===== src/rtl/adc_result_bank_if.sv =====
// Frame-in / sample-out bus of the ADC result bank.
//   frame, frame_valid : captured 16-bit DOUT frame and its one-cycle strobe
//   out_data           : FIFO head, {addr[2:0], data[DIGITS-1:0]}
//   out_valid          : FIFO holds at least one sample
//   out_ready          : consumer accepts the head this cycle
// master = system side (drives frames, consumes samples); slave = the bank.
interface adc_result_bank_if #(
    parameter int DIGITS = 8
);
    logic [15:0]       frame;
    logic              frame_valid;
    logic [DIGITS+2:0] out_data;
    logic              out_valid;
    logic              out_ready;

    modport master (
        output frame, frame_valid, out_ready,
        input  out_data, out_valid
    );

    modport slave (
        input  frame, frame_valid, out_ready,
        output out_data, out_valid
    );
endinterface


===== src/rtl/adc_result_bank.sv =====
// Validates captured AD79X8 DOUT frames, keeps the latest result per channel
// with a fresh flag, tracks completion of a programmed channel sequence and
// forwards tagged samples through a ready/valid FIFO.
//   clk, reset   : clock, synchronous active-high reset
//   bus          : frame/frame_valid in, out_data/out_valid/out_ready stream
//   seq_mask     : channels forming one sequence
//   clear_stats  : clears frame_err, overflow and the sequence tracker
//   rd_ch/rd_ack : bank read select / clear fresh flag of rd_ch
//   rd_data/rd_fresh : bank[rd_ch], fresh[rd_ch] (combinational)
//   fifo_level   : FIFO occupancy 0..FIFO_DEPTH
//   seq_done     : one-cycle pulse when every channel of seq_mask was seen
//   frame_err    : sticky malformed-frame flag
//   overflow     : sticky sample-dropped flag
module adc_result_bank #(
    parameter int DIGITS     = 8,
    parameter int FIFO_DEPTH = 8
) (
    input  logic                          clk,
    input  logic                          reset,
    adc_result_bank_if.slave              bus,
    input  logic [7:0]                    seq_mask,
    input  logic                          clear_stats,
    input  logic [2:0]                    rd_ch,
    input  logic                          rd_ack,
    output logic [DIGITS-1:0]             rd_data,
    output logic                          rd_fresh,
    output logic [$clog2(FIFO_DEPTH):0]   fifo_level,
    output logic                          seq_done,
    output logic                          frame_err,
    output logic                          overflow
);
    localparam int PW = $clog2(FIFO_DEPTH);
    localparam int LW = PW + 1;
    localparam int WW = DIGITS + 3;
    // Trailing pad bits below the result that must read as zero.
    localparam logic [11:0] PAD_MASK = 12'((1 << (12 - DIGITS)) - 1);

    logic [DIGITS-1:0] bank [8];
    logic [7:0]        fresh;
    logic [7:0]        seen;
    logic [WW-1:0]     mem [FIFO_DEPTH];
    logic [PW-1:0]     wr_ptr;
    logic [PW-1:0]     rd_ptr;

    logic [2:0]        addr;
    logic [DIGITS-1:0] data;
    logic [WW-1:0]     push_word;
    logic              frame_ok;
    logic              good;
    logic              bad;
    logic              full;
    logic              empty;
    logic              pop;
    logic              push;
    logic              drop;
    logic [7:0]        nxt_seen;
    logic              seq_hit;

    always_comb begin
        addr      = bus.frame[14:12];
        data      = bus.frame[11 -: DIGITS];
        push_word = {addr, data};
        frame_ok  = !bus.frame[15] && ((bus.frame[11:0] & PAD_MASK) == '0);
        good      = bus.frame_valid && frame_ok;
        bad       = bus.frame_valid && !frame_ok;
        full      = (fifo_level == LW'(FIFO_DEPTH));
        empty     = (fifo_level == '0);
        pop       = !empty && bus.out_ready;
        // A full FIFO still accepts when the head leaves in the same cycle.
        push      = good && (!full || pop);
        drop      = good && full && !pop;
        nxt_seen  = seen | (8'b1 << addr);
        seq_hit   = (seq_mask != '0) && ((nxt_seen & seq_mask) == seq_mask);
    end

    assign rd_data       = bank[rd_ch];
    assign rd_fresh      = fresh[rd_ch];
    assign bus.out_valid = !empty;

    always_ff @(posedge clk) begin
        if (reset) begin
            for (int unsigned i = 0; i < 8; i++) begin
                bank[i] <= '0;
            end
            fresh        <= '0;
            seen         <= '0;
            wr_ptr       <= '0;
            rd_ptr       <= '0;
            fifo_level   <= '0;
            bus.out_data <= '0;
            seq_done     <= 1'b0;
            frame_err    <= 1'b0;
            overflow     <= 1'b0;
        end else begin
            // Bank: write is ordered after the ack so a same-channel write wins.
            if (rd_ack) begin
                fresh[rd_ch] <= 1'b0;
            end
            if (good) begin
                bank[addr]  <= data;
                fresh[addr] <= 1'b1;
            end

            // FIFO storage and pointers.
            if (push) begin
                mem[wr_ptr] <= push_word;
                wr_ptr      <= wr_ptr + PW'(1);
            end
            if (pop) begin
                rd_ptr <= rd_ptr + PW'(1);
            end
            fifo_level <= fifo_level + LW'(push) - LW'(pop);

            // out_data is a registered copy of the next head; it holds when
            // the FIFO drains so the last sample stays visible.
            if (pop) begin
                if (fifo_level > LW'(1)) begin
                    bus.out_data <= mem[rd_ptr + PW'(1)];
                end else if (push) begin
                    bus.out_data <= push_word;
                end
            end else if (empty && push) begin
                bus.out_data <= push_word;
            end

            // Sequence tracker; a frame coinciding with clear_stats is not counted.
            seq_done <= good && !clear_stats && seq_hit;
            if (clear_stats) begin
                seen <= '0;
            end else if (good) begin
                seen <= seq_hit ? '0 : (nxt_seen & seq_mask);
            end

            // Sticky flags; clear takes priority over a same-cycle set.
            if (clear_stats) begin
                frame_err <= 1'b0;
                overflow  <= 1'b0;
            end else begin
                if (bad)  frame_err <= 1'b1;
                if (drop) overflow  <= 1'b1;
            end
        end
    end
endmodule

===== src/flat_wrapper.sv =====
// flat-port wrapper written by rule: the top's interface ports become plain ports
module adc_result_bank_flat 
#(
    parameter int DIGITS     = 8,
    parameter int FIFO_DEPTH = 8
)
  (clk, reset, seq_mask, clear_stats, rd_ch, rd_ack, rd_data, rd_fresh, fifo_level, seq_done, frame_err, overflow, bus_frame, bus_frame_valid, bus_out_ready, bus_out_data, bus_out_valid);
  adc_result_bank_if #(.DIGITS(DIGITS)) bus_i ();
  input  logic clk;
  input  logic reset;
  input  logic [7:0] seq_mask;
  input  logic clear_stats;
  input  logic [2:0] rd_ch;
  input  logic rd_ack;
  output logic [DIGITS-1:0] rd_data;
  output logic rd_fresh;
  output logic [$clog2(FIFO_DEPTH):0] fifo_level;
  output logic seq_done;
  output logic frame_err;
  output logic overflow;
  input wire logic [$bits(bus_i.frame)-1:0] bus_frame;
  input wire logic [$bits(bus_i.frame_valid)-1:0] bus_frame_valid;
  input wire logic [$bits(bus_i.out_ready)-1:0] bus_out_ready;
  output wire logic [$bits(bus_i.out_data)-1:0] bus_out_data;
  output wire logic [$bits(bus_i.out_valid)-1:0] bus_out_valid;
  assign bus_i.frame = bus_frame;
  assign bus_i.frame_valid = bus_frame_valid;
  assign bus_i.out_ready = bus_out_ready;
  assign bus_out_data = bus_i.out_data;
  assign bus_out_valid = bus_i.out_valid;
  adc_result_bank #(.DIGITS(DIGITS), .FIFO_DEPTH(FIFO_DEPTH)) u_core (.clk(clk), .reset(reset), .bus(bus_i), .seq_mask(seq_mask), .clear_stats(clear_stats), .rd_ch(rd_ch), .rd_ack(rd_ack), .rd_data(rd_data), .rd_fresh(rd_fresh), .fifo_level(fifo_level), .seq_done(seq_done), .frame_err(frame_err), .overflow(overflow));
endmodule

===== config.mk =====
export PLATFORM = sky130hd
export DESIGN_NAME = adc_result_bank_flat
export DESIGN_NICKNAME = d
export VERILOG_FILES = /design/src/rtl/adc_result_bank_if.sv /design/src/rtl/adc_result_bank.sv /design/src/flat_wrapper.sv
export SDC_FILE = /design/constraint.sdc
export NUM_CORES = 1
export LEC_CHECK = 0
export ABC_CLOCK_PERIOD_IN_PS = 4700
export CAP_MARGIN = 20
export CORE_MARGIN = 3
export CORE_UTILIZATION = 55
export DETAILED_ROUTE_END_ITERATION = 10
export PLACE_DENSITY = 0.87
export SLEW_MARGIN = 20
export SYNTH_ARGS = -nofsm -noshare
export SYNTH_HDL_FRONTEND = slang
export SYNTH_SLANG_ARGS = --single-unit

===== constraint.sdc =====
create_clock -name clk -period 4.7 [get_ports clk]
set_input_delay 1.41 -clock clk [delete_from_list [all_inputs] [get_ports clk]]
set_output_delay 1.41 -clock clk [all_outputs]
set_load 0.01 [all_outputs]

Word level (Yosys, flattened, before mapping). Memories as Yosys holds them, arrays and structs flattened. Index checks and enable logic that the tools add are counted.

ROM bits: 0. Input bits: 33. Bits in latches: 0. Memory bits (writable): 152. Flip-flop bits (word level): 40. Memories: 2.

Memory list: u_core.mem (depth 8, width 11, rd ports 1, clocked after memory_dff 0, wr ports 1, RTL line adc_result_bank.sv:41) `logic [WW-1:0] mem [FIFO_DEPTH];`; u_core.bank (depth 8, width 8, rd ports 1, clocked after memory_dff 0, wr ports 8, RTL line adc_result_bank.sv:38) `logic [DIGITS-1:0] bank [8];`.

Shift operators: 1. Multiplexer cells: 25. Eq/ne operators: 3. $lt $le $gt $ge: 5. Add/subtract/negate cells: 4. Multiply operators: 0. Div/mod/pow operators: 0. Bitwise operators: 5. Reduce and logical (&&, ||, !) cells: 27.

Operators with widths (count): $mux W11 (4); $mux W8 (5); $and A8 B8 Y8 (2); $or A8 B8 Y8 (2); $logic_and A1 B1 Y1 (13); $logic_not A12 Y1 (1); $mux W1 (12); $eq A8 B8 Y1 (1); $lt A3 B4 Y1 const B (2); $not A8 Y8 (1); $reduce_bool A8 Y1 (1); $reduce_or A8 Y1 (1); $shl A1 B3 Y8 const A (1); $add A3 B1 Y3 const B (2); $demux W1 S3 (2); $ge A3 B1 Y1 const B (2); $logic_not A1 Y1 (6); $add A4 B1 Y4 (1); $eq A4 B4 Y1 const B (1); $gt A4 B1 Y1 const B (1); $logic_not A4 Y1 (1); $sub A4 B1 Y4 (1); $bmux W1 S3 (1); $mux W3 (1); other kinds (5) (5).

Longest topological paths before layout.
Word-level depth: 10. Gate-level depth with buffers: 13.

Least setup slack after synthesis. No wires, ideal clock.

Kind: in2out. From: in rd_ch[0]. To: out rd_data[2]. Arrival: 2.821 ns. Path buffers: 2. Stages on the path: 4. Path slack: 0.469 ns. Cells stage by stage: clkbuf_1 > clkbuf_1 > mux4_2 > mux2_2.

Word-level cells in the longest chain between the ends: 1.

RTL lines: start, declared (RTL line flat_wrapper.sv:13) `input logic [2:0] rd_ch;`; $mem_v2 Z8 W8; end, declared (RTL line flat_wrapper.sv:15) `output logic [DIGITS-1:0] rd_data;`.

Every way passes these cells.

Worst setup path in the final report.
From: in rd_ch[1]. To: out rd_data[3].

The elaborated chain is that of the path after synthesis.

==> results.cfg <==
[timing]
rsz0062_at_grt = no
slew_headroom = 0.3434
finalClockSkew_ns = 0.006353
setup_tns_ns = 0
worst_pin_slew_ns = 0.9849
post-route-min-period_ns = 4.548
setup_viol = 0
hold_viol = 0
finalWorstSetupSlack_ns = 0.1521
whs_ns = 0.4733
fmax_mhz = 219.9
maxSlewViolCount = 0
fin_crit_sh = 0.9676

[cells_and_area]
fin_area_mm2 = 0.009776
diodes = 0
drive_gt1_frac = 0.2083
fin_nets = 653
area_growth_pct = 18.06
stdcell_count = 808

[placed_design]
pre_cts_ws_ns = -0.1812
placement.cell_area_mm2 = 0.009243
dpl.hpwl_um = 11830
placed_cells_incl_taps = 775
numPortBuffers = 60
gp_congestion = 0.8558

[critical_path]
critPathArrivalTime_ns = 3.14
cp_max_fo = 8
worstPathRequired_ns = 3.29
crit_type = in -> out
start_kind = input pin
endpoint_kind = primary output

[yosys]
async_flop_share = 0
syn_nets = 568
synth_area_mm2 = 0.008280
synth_top_area_frac = 0.5512
yosysSeqAreaShare = 0.6479
ys.flop_type = edfxtp_1
synth_cells = 526
yosys-top-cells-count = edfxtp_1 (152), and2_1 (64), dfxtp_1 (40), mux4_2 (40), mux2i_1 (23)
yosys_warnings = 0
synth_cell_types = 56
synthTopCellsByArea = edfxtp_1 (55%), mux4_2 (11%), dfxtp_1 (9.7%)
ys_ff_latch = 192
syn_avg_cell_area_um2 = 15.74
synth_edf_count = 152
synth.largest_area_cell = edfxtp_1
yosysMostFrequentCell = edfxtp_1

[floorplan]
io_pins = 61
coreArea_mm2 = 0.01464
core.rowCount = 44
start_util = 0.5654
die_h_um = 128.7
die_x_um = 128.7
die_area_mm2 = 0.01656

[drt]
ant_nets = 0
wl_um = 17760
wl_per_cell_um = 21.98
dr.pass1.iters = 5
via_count = 4957
drt_iter0_markers = 476
drc_errors = 0
via_per_inst = 6.135

[global_route]
grt_pass1_wl_um = 27800
grt_pass1_vias = 5167
grt.total_usage = 0.2227
grt_antenna_before_repair = 0
grt_max_degree = 25
overflow = 0

[outcome]
status = finished clean

[power_and_ir_drop]
power_density_mw_per_mm2 = 423.9
pwr-share-clk = 0.304
swShare = 0.2604
p_switching_mw = 1.079
combPwrFrac = 0.223
pwr-share-seq = 0.473
ir_worst_vdd_mv = 0.3701
p_int_mw = 3.065
p_leak_nw = 3.310

[clocking]
cts_num_sinks = 192
clk_path_buf_depth = 2
cts-root-buf = clkbuf_16
cts_made_buffers = 17
cts_tree = yes
post-cts-setup-buffers = 0
path_clk_slew_ns = 0.07
clk_latency_ns = 0.42
cts_max_level = 4

[hold_path]
min_path_type = reg -> reg

[flow_run]
cap_violations = 0
timing repair:
| item | 4_1_cts | 5_1_grt |
|---|---|---|
| cloned | 1 | 0 |
| endpoints found under the setup margin | 9 | 6 |
| hold buffers | 0 | 0 |
| resized for setup | 3 | 1 |
sequential cells by signal (all words and copies together) (netlist names):
signal               count
u_core.fifo_level        4
u_core.bank             64
u_core.mem              88
u_core.overflow          1
u_core.fresh             8
u_core.frame_err         1
u_core.wr_ptr            3
u_core.bus.out_data     11
u_core.rd_ptr            3
u_core.seen              8
u_core.seq_done          1
final cells by class:
type | count | area [um^2]
repair buffers | 91 | 864.6
multi-input cells | 295 | 2756
fillers | 933 | 4868
flip-flops and latches | 192 | 5365
inverters | 14 | 52.55
well taps | 184 | 230.2
clock buffers | 20 | 436.7
clock inverters | 12 | 70.07
metrics by stage:
stage	power (mW)	utilization
5_1_grt	4.308	0.6676
2_1_floorplan	2.592	-
3_3_place_gp	2.880	0.6312
6_report	4.144	0.6676
4_1_cts	4.164	0.6679
3_5_place_dp	2.922	0.6312
cell usage in the layout, fill, tap and decap left out, drive strengths merged, types with 9 or more instances in the layout:
cell and count:
and2 64, buf 30, clkbuf 21, clkdlybuf4s50 58, dfxtp 40, edfxtp 152
inv 15, mux2 9, mux2i 23, mux4 40, nand2 11, nand2b 9
nor2 25, o22ai 11
cell families after synthesis:
logic type               count (synthesis)  synth area share
flip-flops                             192            0.6479
multiplexers                            72            0.1488
adder cells (fa/ha/maj)                  9           0.01451
AO/OA/AOI/OAI                           58           0.05168
buffers and inverters                   39           0.01919
AND/OR/NAND/NOR                        149            0.1105
XOR/XNOR                                 7          0.007404
power groups by stage:
stage                     sequential, mW  combinational, mW  clock, mW
after floorplan                     2.00              0.591          0
after global placement              1.99              0.887          0
after detailed placement            1.99              0.928          0
after CTS                           1.96              0.934       1.27
after global routing                1.97               1.00       1.34
final                               1.96              0.926       1.26
critical path, stage by stage:
cell and delay (ns):
dlygate4sd2_1 0.37, buf_4 0.24, mux4_2 0.31, mux2_2 0.29, clkdlybuf4s50_1 0.50
worst paths after layout:
| path | from | to | slack (ns) | cells past startpoint |
|---|---|---|---|---|
| hold / removal | u_core.rd_ptr[1]$_SDFFE_PP0P_ | u_core.rd_ptr[1]$_SDFFE_PP0P_ | 0.47 | 2 |
| hold reg to reg | u_core.rd_ptr[1]$_SDFFE_PP0P_ | u_core.rd_ptr[1]$_SDFFE_PP0P_ | 0.47 | 2 |
| setup / recovery | rd_ch[1] | rd_data[3] | 0.15 | 5 |
| setup reg to reg | u_core.rd_ptr[0]$_SDFFE_PP0P_ | u_core.bus.out_data[6]$_SDFFE_PP0P_ | 2.19 | 5 |
per-layer routing:
metal	GRT usage	vias to the layer above	share of wire
met2	0.3738	176	0.52
met3	0.05355	42	0.049
met1	0.2818	2542	0.40
met5	0	-	0
met4	0.08709	0	0.028
li1	-	2197	-
Note: power is estimated with default switching activity, not from simulation.
